==> src/rtl/chunked_adder.sv <==
// Multi-cycle adder/subtractor: processes CHUNK bits per clock through a small
// ripple slice, holding the inter-chunk carry in a register. Valid/ready on both
// sides; ready_o and valid_o are pure decodes of the registered state.
module chunked_adder #(
    parameter int unsigned WIDTH = 16,
    parameter int unsigned CHUNK = 4
) (
    input  logic             clk_i,
    input  logic             rst_i,
    input  logic             valid_i,
    output logic             ready_o,
    input  logic [WIDTH-1:0] a_i,
    input  logic [WIDTH-1:0] b_i,
    input  logic             carry_i,
    input  logic             sub_i,
    output logic             valid_o,
    input  logic             ready_i,
    output logic [WIDTH-1:0] sum_o,
    output logic             carry_o,
    output logic             overflow_o,
    output logic             zero_o
);

    localparam int unsigned N    = WIDTH / CHUNK;
    localparam int unsigned CntW = (N > 1) ? $clog2(N) : 1;

    localparam logic [CntW-1:0]  LastCnt   = CntW'(N - 1);
    localparam logic [WIDTH-1:0] ChunkMask = WIDTH'({CHUNK{1'b1}});

    typedef enum logic [1:0] {StIdle, StRun, StDone} state_e;

    state_e           state_q, state_d;
    logic [WIDTH-1:0] a_q, a_d;
    logic [WIDTH-1:0] b_q, b_d;       // already inverted for subtract
    logic [WIDTH-1:0] sum_q, sum_d;
    logic             c_q, c_d;       // carry between chunks
    logic [CntW-1:0]  cnt_q, cnt_d;
    logic             carry_q, carry_d;
    logic             ovf_q, ovf_d;
    logic             zero_q, zero_d;

    logic [31:0]      base;
    logic [CHUNK-1:0] a_k, b_k, s_k;
    logic [CHUNK:0]   slice;
    logic             cout_k;
    logic             cin_msb;

    // Ripple slice for the chunk selected by the counter
    always_comb begin
        base    = 32'(cnt_q) * CHUNK;
        a_k     = CHUNK'(a_q >> base);
        b_k     = CHUNK'(b_q >> base);
        slice   = {1'b0, a_k} + {1'b0, b_k} + {{CHUNK{1'b0}}, c_q};
        s_k     = slice[CHUNK-1:0];
        cout_k  = slice[CHUNK];
        // Carry into the top bit of this chunk; only meaningful on the last chunk
        cin_msb = a_k[CHUNK-1] ^ b_k[CHUNK-1] ^ s_k[CHUNK-1];
    end

    // Next-state: operand capture, chunk accumulation, result hand-off
    always_comb begin
        state_d = state_q;
        a_d     = a_q;
        b_d     = b_q;
        sum_d   = sum_q;
        c_d     = c_q;
        cnt_d   = cnt_q;
        carry_d = carry_q;
        ovf_d   = ovf_q;
        zero_d  = zero_q;
        unique case (state_q)
            StIdle: begin
                if (valid_i) begin
                    a_d     = a_i;
                    b_d     = sub_i ? ~b_i : b_i;
                    c_d     = sub_i | carry_i;
                    cnt_d   = '0;
                    state_d = StRun;
                end
            end
            StRun: begin
                sum_d = (sum_q & ~(ChunkMask << base)) | (WIDTH'(s_k) << base);
                c_d   = cout_k;
                cnt_d = cnt_q + 1'b1;
                if (cnt_q == LastCnt) begin
                    state_d = StDone;
                    carry_d = cout_k;
                    ovf_d   = cin_msb ^ cout_k;
                    zero_d  = (sum_d == '0);
                end
            end
            StDone: begin
                if (ready_i) begin
                    state_d = StIdle;
                end
            end
            default: state_d = StIdle;
        endcase
    end

    // State registers with synchronous reset
    always_ff @(posedge clk_i) begin
        if (rst_i) begin
            state_q <= StIdle;
            a_q     <= '0;
            b_q     <= '0;
            sum_q   <= '0;
            c_q     <= 1'b0;
            cnt_q   <= '0;
            carry_q <= 1'b0;
            ovf_q   <= 1'b0;
            zero_q  <= 1'b0;
        end else begin
            state_q <= state_d;
            a_q     <= a_d;
            b_q     <= b_d;
            sum_q   <= sum_d;
            c_q     <= c_d;
            cnt_q   <= cnt_d;
            carry_q <= carry_d;
            ovf_q   <= ovf_d;
            zero_q  <= zero_d;
        end
    end

    assign ready_o    = (state_q == StIdle);
    assign valid_o    = (state_q == StDone);
    assign sum_o      = sum_q;
    assign carry_o    = carry_q;
    assign overflow_o = ovf_q;
    assign zero_o     = zero_q;

endmodule

==> config.mk <==
export PLATFORM = sky130hd
export DESIGN_NAME = chunked_adder
export DESIGN_NICKNAME = d
export VERILOG_FILES = /design/src/rtl/chunked_adder.sv
export SDC_FILE = /design/constraint.sdc
export NUM_CORES = 1
export LEC_CHECK = 0
export CAP_MARGIN = 20
export CORE_ASPECT_RATIO = 0.5
export CORE_MARGIN = 2
export CORE_UTILIZATION = 45
export CTS_CLUSTER_DIAMETER = 200
export DETAILED_ROUTE_END_ITERATION = 7
export PLACE_DENSITY_LB_ADDON = 0.3
export SLEW_MARGIN = 20
export SYNTH_ARGS = -nofsm -noshare
export SYNTH_HDL_FRONTEND = slang
export SYNTH_SLANG_ARGS = --single-unit
==> constraint.sdc <==
create_clock -name clk_i -period 4.01 [get_ports clk_i]
set_input_delay 0.401 -clock clk_i [delete_from_list [all_inputs] [get_ports clk_i]]
set_output_delay 0.401 -clock clk_i [all_outputs]
set_load 0.1 [all_outputs]
==> results.toml, run 1 <==
[placed_design]
dpl_cell_area_mm2 = 0.003234
place_congestion = 0.8407
place_hpwl_mm = 4.279
portBuffers = 58

[route]
ant_nets = 0
wirelength_mm = 6.072
drt-initial-drc-count = 92
drt_pass1_iterations = 4
wire_per_inst_um = 14.88
vias = 2241
drc = 0
vias_per_cell = 5.493

[yosys]
synthTopCellsByCount = "56 x dfxtp_1, 41 x nand2_1, 37 x nor2_1, 26 x a21oi_1, 19 x xnor2_1"
netlist_instances = 287
yosys_warnings = 0
synth_edf_count = 0
yosysMostFrequentCell = "dfxtp_1"
synth.avg_cell_area_um2 = 9.251
synth-seq-cells = 56
yosysTopAreaCell = "dfxtp_1"
synth_top_area_share_pct = 42.22
synth_nets = 334
syn_area_mm2 = 0.002655
ys_seq_area_share_pct = 42.22
postSynth.asyncResetShare_pct = 0
synth_cell_types = 39
synth_area_leaders = "dfxtp_1 42%, mux4_2 6.8%, xnor2_1 6.3%"
synthFlopType = "dfxtp_1"

[global_routing]
gr-usage-all-layers_pct = 19.26
antenna_found_initial = 0
grt_pass1_vias = 2108
overflow = 0
grt_pass1_wl_mm = 10.18
grt_max_degree = 62

[sta]
rsz0062_at_grt = "no"
skew_ps = 10.77
slew-limit-headroom_pct = 34.69
fin_crit_sh_pct = 72.62
hold_viol = 0
fmax_ghz = 0.3434
tightest_slew_ps = 976.6
setup_tns_ps = 0
maxSlewViolCount = 0
setup_viol = 0
timing.final.crit_period_ps = 2912

[layout]
fin_nets = 381
diodes = 0
num-fill-cells = 493
design_area_mm2 = 0.003401
drive_above_1_share_pct = 8.657
area_growth_pct = 28.09
utilization_pct = 60.87

[clocking]
clock_sink_count = 56
htree_levels = 2
cts_root_buf = "clkbuf_16"
cts_tree = "built"
post_cts_buffers = 0
clock_path_buffers = 2
cts-buffers-inserted = 5
ctsHoldBuffers = 0
clkTransAtPathRegs_ps = 70
insertion_delay_ps = 300
cts_resized = 0

[critical_path]
worstPathCellList = "buf_4, mux4_2, fa_1, inv_1, fa_1, xnor2_1, nor3_1, o2111ai_1, o31ai_1"
critPathKind = "flip-flop to flip-flop"
endpoint_kind = "flip-flop"
cp_max_fo = 10
critPathMaxStageDelay_ps = 560
crit_top_cell = "fa_1"
cpMaxStageDelayCell = "dfxtp_1"
worstPathRequired_ps = 4200
start_kind = "flip-flop"
critPathArrivalTime_ps = 3100

[floorplanning]
ios = 59
dieHeight_um = 58.32
row_count = 19
die_width_um = 112.6
start_util_pct = 47.53
core_mm2 = 0.005587
dieArea_mm2 = 0.006568

[pwr]
leakage_nw = 1.184
irDropWorstVdd_uv = 197.0
power_density_mw_per_mm2 = 407.2

[run_status]
status = "complete, no violations"

[worst_hold_path]
hp-class = "flip-flop to flip-flop"

[run]
maxCapViolations = 0
[final cells by class]
class	instances	area [um2]	share of cell area, %
Tap cell	73	91.34	2.686
Inverter	5	18.77	0.5519
Sequential cell	56	1121	32.97
Multi-Input combinational cell	206	1413	41.54
Timing Repair Buffer	60	593.1	17.44
Clock buffer	6	128.9	3.790
Clock inverter	2	35.03	1.030
[path summary, 6_finish.rpt]
| kind | startpoint | to | slack [ps] | depth (start not counted) |
|---|---|---|---|---|
| hold reg to reg | sum_o[12] | sum_o[12] | 450 | 2 |
| setup / recovery | cnt_q[0] | zero_o | 1100 | 9 |
| setup reg to reg | cnt_q[0] | zero_o | 1100 | 9 |
| hold / removal | sum_o[12] | sum_o[12] | 450 | 2 |
[logic make-up (layout without fill, tap and decap cells)]
| logic type | Yosys count | in the layout | synth area share, % |
|---|---|---|---|
| adders and majority gates | 9 | 9 | 4.807 |
| DFF | 56 | 56 | 42.22 |
| and+or+nand+nor | 109 | 109 | 18.80 |
| AOI/OAI and AO/OA | 60 | 60 | 15.98 |
| muxes | 8 | 8 | 6.786 |
| xor gates and xnor gates | 20 | 20 | 6.598 |
| buffers and inverters | 25 | 73 | 4.807 |
[critical path, delay by kind of cell, from the launching register on]
kind | cells | cell delay, ps
AOI/OAI and AO/OA | 2 | 390
xor gates and xnor gates | 1 | 170
adders and majority gates | 2 | 590
and+or+nand+nor | 1 | 170
DFF | 1 | 560
muxes | 1 | 550
buffers and inverters | 2 | 380
[sequential cells by signal, indices dropped and copies added (netlist names)]
| register | cells |
|---|---|
| carry_o | 1 |
| a_q | 16 |
| sum_o | 16 |
| overflow_o | 1 |
| zero_o | 1 |
| c_q | 1 |
| state_q | 2 |
| cnt_q | 2 |
| b_q | 16 |
[metrics by stage]
| stage | hold WS, ps | power, mW | std cells | setup WS [ps] |
|---|---|---|---|---|
| after floorplan | 433.1 | 0.8225 | 287 | 1410 |
| after global routing | 489.1 | 1.438 | 408 | 848.4 |
| after CTS | 455.1 | 1.387 | 408 | 1099 |
| final | 454.5 | 1.385 | 408 | 1098 |
| after detailed placement | 445.5 | 0.9056 | 400 | 1137 |
| after global placement | 442.3 | 0.8979 | 400 | 1271 |
[layer usage]
layer / routed length (um) / GRT usage [%] / vias to the layer above / part of all wire [%]
met3: 375 / 4.840 / 7 / 6.2
met4: 55 / 5.401 / 0 / 0.91
met5: 0 / 0 / - / 0
met1: 2866 / 25.81 / 1064 / 47
li1: - / - / 1099 / -
met2: 2775 / 31.65 / 71 / 46
[cells in the final DEF (no fill, tap or decap), drive strengths merged, types with 3 or more instances in the layout]
master         netlist  routed
nor4                 4       4
a211oi              17      17
a21oi               26      26
nor3b                3       3
dfxtp               56      56
o31ai                3       3
clkdlybuf4s50        0      57
ha                   7       7
nor2                38      38
nand2b               4       4
inv                  5       5
mux4                 8       8
nand3b               6       6
a22oi                3       3
nand3                3       3
nor3                 5       5
clkbuf               6       6
nand2               42      42
buf                 14       3
xnor2               19      19
[report_power, final]
group,internal [mW],total [mW],switching [mW]
clock,0.294,0.489,0.195
sequential,0.589,0.615,0.0263
combinational,0.121,0.281,0.160
Power figures use the tool's default switching activity.
==> run 2: changes to the inputs <==
Clock period 4.01 ns to 2.9 ns, I/O delays scaled along.
==> results.toml, run 2 (synthesis gave the netlist of run 1 again) <==
[run_status]
status = "complete, no violations"

[pwr]
total_power_mw = 1.960
power_density_mw_per_mm2 = 577.5
seq_power_share_pct = 43.2
irDropWorstVdd_uv = 302.3
combPwrFrac_pct = 20.0
p_sw_mw = 0.5229
p_sw_share_pct = 26.67
p_int_mw = 1.437
leakage_nw = 1.255
clkPwrFrac_pct = 36.8

[clocking]
post_cts_buffers = 0
cts-buffers-inserted = 5
clkTransAtPathRegs_ps = 70
ctsHoldBuffers = 0
cts_root_buf = "clkbuf_16"
insertion_delay_ps = 290
cts_tree = "built"
clock_sink_count = 56
cts_resized = 0
htree_levels = 2
clock_path_buffers = 2

[route]
vias = 2233
wirelength_mm = 5.897
drt_pass1_iterations = 4
drc = 0
drt-initial-drc-count = 119
ant_nets = 0
vias_per_cell = 5.420
wire_per_inst_um = 14.31

[critical_path]
cp_max_fo = 5
path_buf_inv = 1
start_kind = "flip-flop"
crit_family = "adder cells"
critPathKind = "flip-flop to flip-flop"
worstPathRequired_ps = 3120
endpoint_kind = "flip-flop"
critPathArrivalTime_ps = 2760
critPathMaxStageDelay_ps = 550
cpMaxStageDelayCell = "mux4_2"
worstPathCellList = "mux4_2, fa_1, inv_1, fa_1, nor4_1, a21oi_1, nor2_1"
crit_top_cell = "fa_1"

[sta]
timing.final.crit_period_ps = 2543
hold_ws_ps = 381.1
fmax_ghz = 0.3933
hold_viol = 0
fin_crit_sh_pct = 87.67
tightest_slew_ps = 891.8
fin_ws_ps = 357.5
maxSlewViolCount = 0
skew_ps = 3.713
rsz0062_at_grt = "no"
setup_viol = 0
slew-limit-headroom_pct = 40.36
setup_tns_ps = 0

[layout]
final_common_cell = "dfxtp_1"
final_cell_mix = "56 x dfxtp_1, 41 x nand2_1, 37 x nor2_1, 36 x clkdlybuf4s50_1, 27 x buf_4"
fin_nets = 385
num-fill-cells = 478
area_growth_pct = 27.85
utilization_pct = 60.76
diodes = 0
drive_above_1_share_pct = 16.22

[floorplanning]
core_mm2 = 0.005587
dieHeight_um = 58.32
dieArea_mm2 = 0.006568
row_count = 19
start_util_pct = 47.53
die_width_um = 112.6
ios = 59

[run]
maxCapViolations = 0

[worst_hold_path]
hp-class = "primary input to flip-flop"

[global_routing]
grt_max_degree = 52
grt_pass1_vias = 2102
gr-usage-all-layers_pct = 18.83
overflow = 0
antenna_found_initial = 0
grt_pass1_wl_mm = 9.880

[placed_design]
place_congestion = 0.9163
portBuffers = 58
place_ws_ps = 407.9
place_hpwl_mm = 4.271
run 2: cell count changes in the layout (fill, tap and decap cells not counted):
cell and delta:
buf_2 +1, buf_4 +24, clkbuf_1 -1, clkbuf_8 +2, clkdlybuf4s50_1 -21, clkinv_2 -1
run 2: cell type report:
| cell class | instances | area (um2) | share of cell area (%) |
|---|---|---|---|
| clock inverter | 1 | 30.03 | 0.8846 |
| clock buffer | 7 | 152.6 | 4.497 |
| timing repair buffer | 64 | 568.0 | 16.73 |
| inverter | 5 | 18.77 | 0.5529 |
| sequential | 56 | 1121 | 33.03 |
| multi-input combinational | 206 | 1413 | 41.61 |
| tap | 73 | 91.34 | 2.691 |
run 2: worst paths after layout:
check / start / end / slack, ps / cells past startpoint
hold reg to reg: a_q[9] / a_q[9] / 450 / 2
hold / removal: rst_i / sum_o[0] / 380 / 2
setup reg to reg: cnt_q[0] / sum_o[1] / 360 / 7
setup / recovery: cnt_q[0] / sum_o[1] / 360 / 7
run 2: per-stage QoR:
stage          cell area, um2  instances
6_report                 3395        412
5_1_grt                  3395        412
4_1_cts                  3395        412
3_5_place_dp             3212        404
3_3_place_gp             3212        404
2_1_floorplan            2655        287
run 2: per-layer routing:
metal / global-route usage, % / wire length, um
met5: 0 / 0
met4: 5.226 / 66
met3: 4.325 / 375
met2: 31.05 / 2708
met1: 25.46 / 2746
run 2: power groups by stage:
stage / combinational, mW / clock, mW / sequential, mW
2_1_floorplan: 0.241 / 0 / 0.896
3_3_place_gp: 0.382 / 0 / 0.864
3_5_place_dp: 0.390 / 0 / 0.865
4_1_cts: 0.393 / 0.727 / 0.847
5_1_grt: 0.429 / 0.769 / 0.852
6_report: 0.393 / 0.721 / 0.846
==> run 3: changes to the inputs <==
Settings changed: PLACE_DENSITY from default to 0.72, PLACE_DENSITY_LB_ADDON 0.3 to default.
==> results.toml, run 3 (synthesis gave the netlist of run 1 again) <==
[route]
wire_per_inst_um = 13.80
drt-initial-drc-count = 74
vias_per_cell = 5.433
drc = 0
wirelength_mm = 5.673
vias = 2233
ant_nets = 0
drt_pass1_iterations = 4

[critical_path]
start_kind = "flip-flop"
crit_top_cell = "fa_1"
endpoint_kind = "flip-flop"
critPathKind = "flip-flop to flip-flop"
cpMaxStageDelayCell = "mux4_2"
cp_max_fo = 7
critPathArrivalTime_ps = 2860
reg2reg_depth = 8
worstPathCellList = "mux4_2, fa_1, inv_1, fa_1, xnor2_1, nor3_1, o2111ai_1, o31ai_1"
worstPathRequired_ps = 3110
critPathMaxStageDelay_ps = 580

[layout]
multi_input_area_mm2 = 0.001413
final_common_cell = "dfxtp_1"
final_cell_mix = "56 x dfxtp_1, 41 x nand2_1, 37 x nor2_1, 36 x clkdlybuf4s50_1"
register_area_mm2 = 0.001121
stdcell_count = 411
num-fill-cells = 485
diodes = 0
area_growth_pct = 28.79
fin_nets = 384
drive_above_1_share_pct = 15.98

[clocking]
cts_tree = "built"
cts_root_buf = "clkbuf_16"
clock_sink_count = 56
clock_path_buffers = 2
insertion_delay_ps = 290
htree_levels = 2
clkTransAtPathRegs_ps = 70
cts-buffers-inserted = 5
ctsHoldBuffers = 0
cts_resized = 0
post_cts_buffers = 0

[sta]
skew_ps = 6.129
rsz0062_at_grt = "no"
maxSlewViolCount = 0
fin_ws_ps = 248.6
hold_viol = 0
setup_viol = 0
timing.final.crit_period_ps = 2651
fmax_ghz = 0.3772
tightest_slew_ps = 883.6
fin_crit_sh_pct = 91.43
slew-limit-headroom_pct = 40.91
setup_tns_ps = 0

[floorplanning]
die_width_um = 112.6
ios = 59
start_util_pct = 47.53
core_mm2 = 0.005587
row_count = 19
dieArea_mm2 = 0.006568
dieHeight_um = 58.32

[placed_design]
place_congestion = 0.8532
place_ws_ps = 265.2
portBuffers = 58
dpl.cell_count = 403
place_hpwl_mm = 4.099

[pwr]
total_power_mw = 2.093
irDropWorstVdd_uv = 338.9
leakage_nw = 1.263
power_density_mw_per_mm2 = 612.2

[global_routing]
antenna_found_initial = 0
grt_pass1_vias = 2051
grt_pass1_wl_mm = 9.542
grt_max_degree = 52
overflow = 0
gr-usage-all-layers_pct = 17.94

[run_status]
status = "complete, no violations"

[run]
maxCapViolations = 0

[worst_hold_path]
hp-class = "primary input to flip-flop"
hold_depth = 2
-- run 3: changes by cell type in the layout (fill, tap and decap cells not counted), sizes merged --
cell / delta
buf: -1
bufinv: +2
clkbuf: -2
-- run 3: through the flow --
step / util, % / hold slack, ps / instance area [um2]
floorplan: - / 426.0 / 2655
global placement: 57.36 / 441.7 / 3204
detailed placement: 57.36 / 449.5 / 3204
CTS: 61.21 / 418.9 / 3420
global route: 61.21 / 446.7 / 3420
finish: 61.21 / 421.3 / 3420
-- run 3: worst max-delay path, delay by kind of cell, from the launching register on --
kind                       cells  cell delay (ps)
xor gates and xnor gates       1              180
and+or+nand+nor                1              170
buffers and inverters          1               90
muxes                          1              580
AOI/OAI and AO/OA              2              380
adders and majority gates      2              630
DFF                            1              540
-- run 3: area by class of cell --
class,count,share of cell area (%)
Multi-Input combinational cell,206,41.31
Inverter,5,0.5488
Sequential cell,56,32.78
Tap cell,73,2.671
Clock buffer,5,3.659
Timing Repair Buffer,63,16.39
Clock inverter,3,2.634
-- run 3: power breakdown --
group          total [mW]  leakage (nW)  switching [mW]  internal (mW)
Sequential          0.845         0.458          0.0312          0.814
Combinational       0.389         0.701           0.222          0.167
Clock               0.860         0.104           0.278          0.582
Total                2.09          1.26           0.531           1.56
-- run 3: final timing paths --
path,startpoint,endpoint,slack (ps)
setup reg to reg,cnt_q[0],zero_o,250
hold reg to reg,a_q[10],a_q[10],460
hold / removal,rst_i,sum_o[13],420
setup / recovery,cnt_q[0],zero_o,250
-- run 3: per-layer routing --
metal  vias up  share of wire (%)  routed length [um]  track usage (%)
li1       1100                  -                   -                -
met1      1068                 47                2647            24.12
met2        57                 48                2701            30.45
met3         8                4.8                 272            3.811
met4         0               0.92                  52            4.181
met5         -                  0                   0                0
==> RTL change 1, RTL diff (settings of run 1) <==
Reset style: asynchronous (`rst_i`), changed in one clocked block. Comments in the files are not updated.
--- a/src/rtl/chunked_adder.sv
+++ b/src/rtl/chunked_adder.sv
@@ -101,3 +101,3 @@
     // State registers with synchronous reset
-    always_ff @(posedge clk_i) begin
+    always_ff @(posedge clk_i or posedge rst_i) begin
         if (rst_i) begin
Check against the original RTL: differs if rst_i is asserted again (counterexample within 4 cycles, from zero or initial values and one cycle with rst_i high); with rst_i held inactive, the same outputs for 10 cycles.
==> RTL change 1 against run 1 <==
Worst setup slack lost 0.42 ns. Sequential cell count is the same. Clock skew is 0.0064 ns lower. Count of clock-buffer cells in the layout unchanged. Wire length is 5.5% lower. Area after synthesis increased by 1.7%. Synthesized cell count down 11%. Global-route usage down 0.22 points. Final area grew 3.1%.
Power is not shown: default switching activity piles up to over one toggle a cycle in this logic, so the estimate is an artifact.
==> RTL change 1: results (changes against run 1) <==
| Metric | Value |
|---|---|
| Sequential area share after synthesis | 51.9% (was 42.2%) |
| Grt met3 use | 4.53% (was 4.84%) |
| Met2 Use GR | 33.4% (was 31.7%) |
| Yosys Warn Count | 0 (unchanged) |
| IO Port Bufs | 58 (unchanged) |
| Mux cell area share after synthesis | 6.67% (was 6.79%) |
| Post-synth ARST share | 100% (was 0%) |
| DR iter-0 viols | 93 (was 92) |
| Post-synthesis adder-cell area fraction | 4.73% (was 4.81%) |
| Status | finished, final reports clean (unchanged) |
| FF-to-FF path depth | 7 (was 9) |
| Number of buffers added for setup after CTS | 0 (unchanged) |
| Complex-gate fraction of the synthesized area | 12.5% (was 16.0%) |
| Top cells by count, synth | nand2_1, dfrtp_1, o21ai_0 (was dfxtp_1, nand2_1, nor2_1) |
| Top post-synthesis cells by area | dfrtp_1, nand2_1, mux4_2 (was dfxtp_1, mux4_2, xnor2_1) |
| Inserted Clock Buffers | 5 (unchanged) |
| Synth Net Count | 303 (was 334) |
| Largest net degree at the start of global routing | 52 (was 62) |
| Placer Congestion | 0.797 (was 0.841) |
| Routed length per instance | 15.0 µm (was 14.9 µm) |
| Htree depth | 2 (unchanged) |
| First-pass GRT wire length | 9.85 mm (was 10.2 mm) |
| CTS resizes | 0 (unchanged) |
| Main flop type after synthesis | dfrtp_1 (was dfxtp_1) |
| Post-synthesis xor/xnor area fraction | 5.84% (was 6.60%) |
| Top cell type's share of synthesized area | 51.9% (was 42.2%) |
| Worst Skew | 0.00441 ns (was 0.0108 ns) |
| Vias in the first global route | 2,117 (was 2,108) |
| Layout cells sized above 1 | 6.77% (was 8.66%) |
| HP Class | primary input to asynchronous set/reset pin (was flip-flop to flip-flop) |
| Worst-skew pair later-pin latency | 0.29 ns |
| GR Util met1 | 24.0% (was 25.8%) |
| Critical Path Fanout Max | 16 (was 10) |
| Reg2reg setup slack | 0.67 ns (was 1.10 ns) |
| Clock root buffer | clkbuf_16 (unchanged) |
| Clock slew at reported path FFs | 0.07 ns (about the same) |
| R2R Path End | zero_o (unchanged) |
| Final nets | 356 (was 381) |
| CP Data Arrival Time | 3.52 ns (was 3.10 ns) |
| CP max stage cell | dfrtp_1 (was dfxtp_1) |
| Overall track demand over capacity in global routing | 19.0% (was 19.3%) |
| Max clock buf depth | 2 (unchanged) |
| Crit path largest cell delay | 0.81 ns (was 0.56 ns) |
| Setup CP Type | flip-flop to flip-flop (unchanged) |
| Post-DP HPWL | 4.22 mm (was 4.28 mm) |
| Router iterations before antenna repair | 4 (unchanged) |
| Initial antenna violation count | 0 (unchanged) |
| Worst r2r src | cnt_q[0] (unchanged) |
| Pin slew with the least headroom to its limit | 0.983 ns (was 0.977 ns) |
| Vias after detailed routing | 2,011 (was 2,241) |
| CP top delay family | flip-flops (was adder cells) |
| Ant diodes | 0 (unchanged) |
| Synth unique cells | 33 (was 39) |
RTL change 1: routing by layer:
layer | vias up | routed length (µm)
li1 | 983 | -
met1 | 975 | 2580
met2 | 47 | 2830
met3 | 6 | 278
met4 | 0 | 53
met5 | - | 0
RTL change 1: per-stage QoR:
stage	std cells	area (µm²)	utilization [%]	worst slack, ns	hold WS (ns)
global route	383	3510	62.2	0.445	0.508
detailed placement	375	3340	59.3	0.696	0.466
finish	383	3510	62.2	0.674	0.449
global placement	374	3320	59.0	0.824	0.456
CTS	383	3510	62.2	0.620	0.461
floorplan	256	2700	-	0.870	0.440
RTL change 1: area by class of cell:
type                    count  area, µm²
fillers                   441       2130
flip-flops and latches     56       1400
multi-input cells         177       1210
repair buffers             60        608
clock buffers               6        129
well taps                  73       91.3
clock inverters             2       35.0
inverters                   9       33.8
==> RTL change 2, RTL diff (settings of run 1) <==
Without the edit above. `CHUNK`: 4 -> 8.
--- a/src/rtl/chunked_adder.sv
+++ b/src/rtl/chunked_adder.sv
@@ -5,3 +5,3 @@
     parameter int unsigned WIDTH = 16,
-    parameter int unsigned CHUNK = 4
+    parameter int unsigned CHUNK = 8
 ) (
Check against the original RTL: not equivalent (Yosys sat finds a counterexample within 4 cycles, from zero or initial values and one cycle with rst_i high).
==> RTL change 2 against run 1 <==
Wire length increased by 0.12%. Sequential power decreased by 0.7%. First-iteration DRC count increased by 99%. Fmax increased by 5.4%. Final cell count increased by 8.3%. Via count increased by 3.7%. Area after synthesis increased by 2.1%. Final area increased by 1.5%. Worst setup slack improved by 0.15 ns. Worst hold slack improved by 0.00098 ns. Power increased by 3.9%. Synthesized cell count increased by 12%. Sequential cell count decreased by 1. Largest cell class unchanged.
==> RTL change 2: results (changes against run 1) <==
| Metric | Value |
|---|---|
| Crit path largest cell delay | 0.42 ns (was 0.56 ns) |
| DR vias/cell | 5.26 (was 5.49) |
| Status | finished, final reports clean (unchanged) |
| Largest net degree at the start of global routing | 56 (was 62) |
| Lkg Pwr | 1.28 nW (was 1.18 nW) |
| Pin slew with the least headroom to its limit | 0.974 ns (was 0.977 ns) |
| Top cells by count, synth | dfxtp_1, nand2_1, a21oi_1 (was dfxtp_1, nand2_1, nor2_1) |
| Router iterations before antenna repair | 4 (unchanged) |
| Post-DP HPWL | 4.59 mm (was 4.28 mm) |
| Worst vdd ir | 0.202 mV (was 0.197 mV) |
| CP max stage cell | fa_1 (was dfxtp_1) |
| Fillers | 507 (was 493) |
| Wire length on met1 | 3.07 mm (was 2.87 mm) |
| Worst Skew | 0.00565 ns (was 0.0108 ns) |
| Layout cells sized above 1 | 7.59% (was 8.66%) |
| Critical Path Fanout Max | 21 (was 10) |
| Synth Net Count | 369 (was 334) |
| FF-to-FF path depth | 10 (was 9) |
| Placer Congestion | 0.880 (was 0.841) |
| Routed wl met3 | 369 µm (was 375 µm) |
| Routed length per instance | 13.8 µm (was 14.9 µm) |
| First-pass GRT wire length | 10.2 mm (about the same) |
| DR iter-0 viols | 183 (was 92) |
| Sequential area share after synthesis | 40.6% (was 42.2%) |
| CP top delay family | compound AO/OA/AOI/OAI gates (was adder cells) |
| CP Data Arrival Time | 2.96 ns (was 3.10 ns) |
| Clock slew at reported path FFs | 0.07 ns (about the same) |
| Top post-synthesis cells by area | dfxtp_1, nand2_1, a21oi_1 (was dfxtp_1, mux4_2, xnor2_1) |
## RTL change 2: cells by family (layout without fill, tap and decap cells)
| kind of cell | Yosys count | count (layout) | share of synthesized area (%) |
|---|---|---|---|
| adders and majority gates | 9 | 9 | 4.71 |
| buffers and inverters | 24 | 71 | 3.65 |
| and+or+nand+nor | 118 | 118 | 19.3 |
| AOI/OAI and AO/OA | 81 | 81 | 19.0 |
| muxes | 17 | 17 | 6.92 |
| DFF | 55 | 55 | 40.6 |
| xor gates and xnor gates | 18 | 18 | 5.81 |
## RTL change 2: through the flow
stage / util [%] / cells / worst slack [ns]
2_1_floorplan: - / 322 / 1.17
3_3_place_gp: 58.7 / 435 / 1.37
3_5_place_dp: 58.7 / 435 / 1.25
4_1_cts: 61.3 / 442 / 1.23
5_1_grt: 61.3 / 442 / 0.965
6_report: 61.3 / 442 / 1.25
## RTL change 2: worst paths after layout
path,from,endpoint,slack (ns)
max reg2reg,cnt_q,overflow_o,1.25
min,a_q[2],a_q[2],0.46
max,cnt_q,overflow_o,1.25
min reg2reg,a_q[2],a_q[2],0.46
## RTL change 2: final cells by class
type / instances / share of cell area, %
clock buffer: 6 / 4.02
multi-input combinational: 243 / 43.8
timing repair buffer: 60 / 17.1
clock inverter: 1 / 0.145
inverter: 4 / 0.435
sequential: 55 / 31.9
tap: 73 / 2.64
## RTL change 2: worst reg2reg max path, cell delays in order (launching register included)
cell	delay, ns
dfxtp_1	0.31
buf_4	0.26
mux2i_1	0.27
fa_1	0.23
inv_1	0.06
fa_1	0.42
a211oi_2	0.28
o21ai_1	0.10
a31oi_1	0.34
o21ai_0	0.15
a311oi_1	0.25
## RTL change 2: power breakdown
part | leakage, nW | switching [mW] | internal (mW) | total [mW]
clock network | 0.0727 | 0.185 | 0.244 | 0.429
logic | 0.756 | 0.248 | 0.151 | 0.399
registers | 0.451 | 0.0246 | 0.587 | 0.611
total | 1.28 | 0.457 | 0.982 | 1.44
## RTL change 2: routing by layer
metal | GRT usage [%] | vias up
met4 | 4.01 | 0
met5 | 0 | -
met2 | 30.0 | 63
met1 | 27.6 | 1052
met3 | 4.84 | 2
li1 | - | 1207
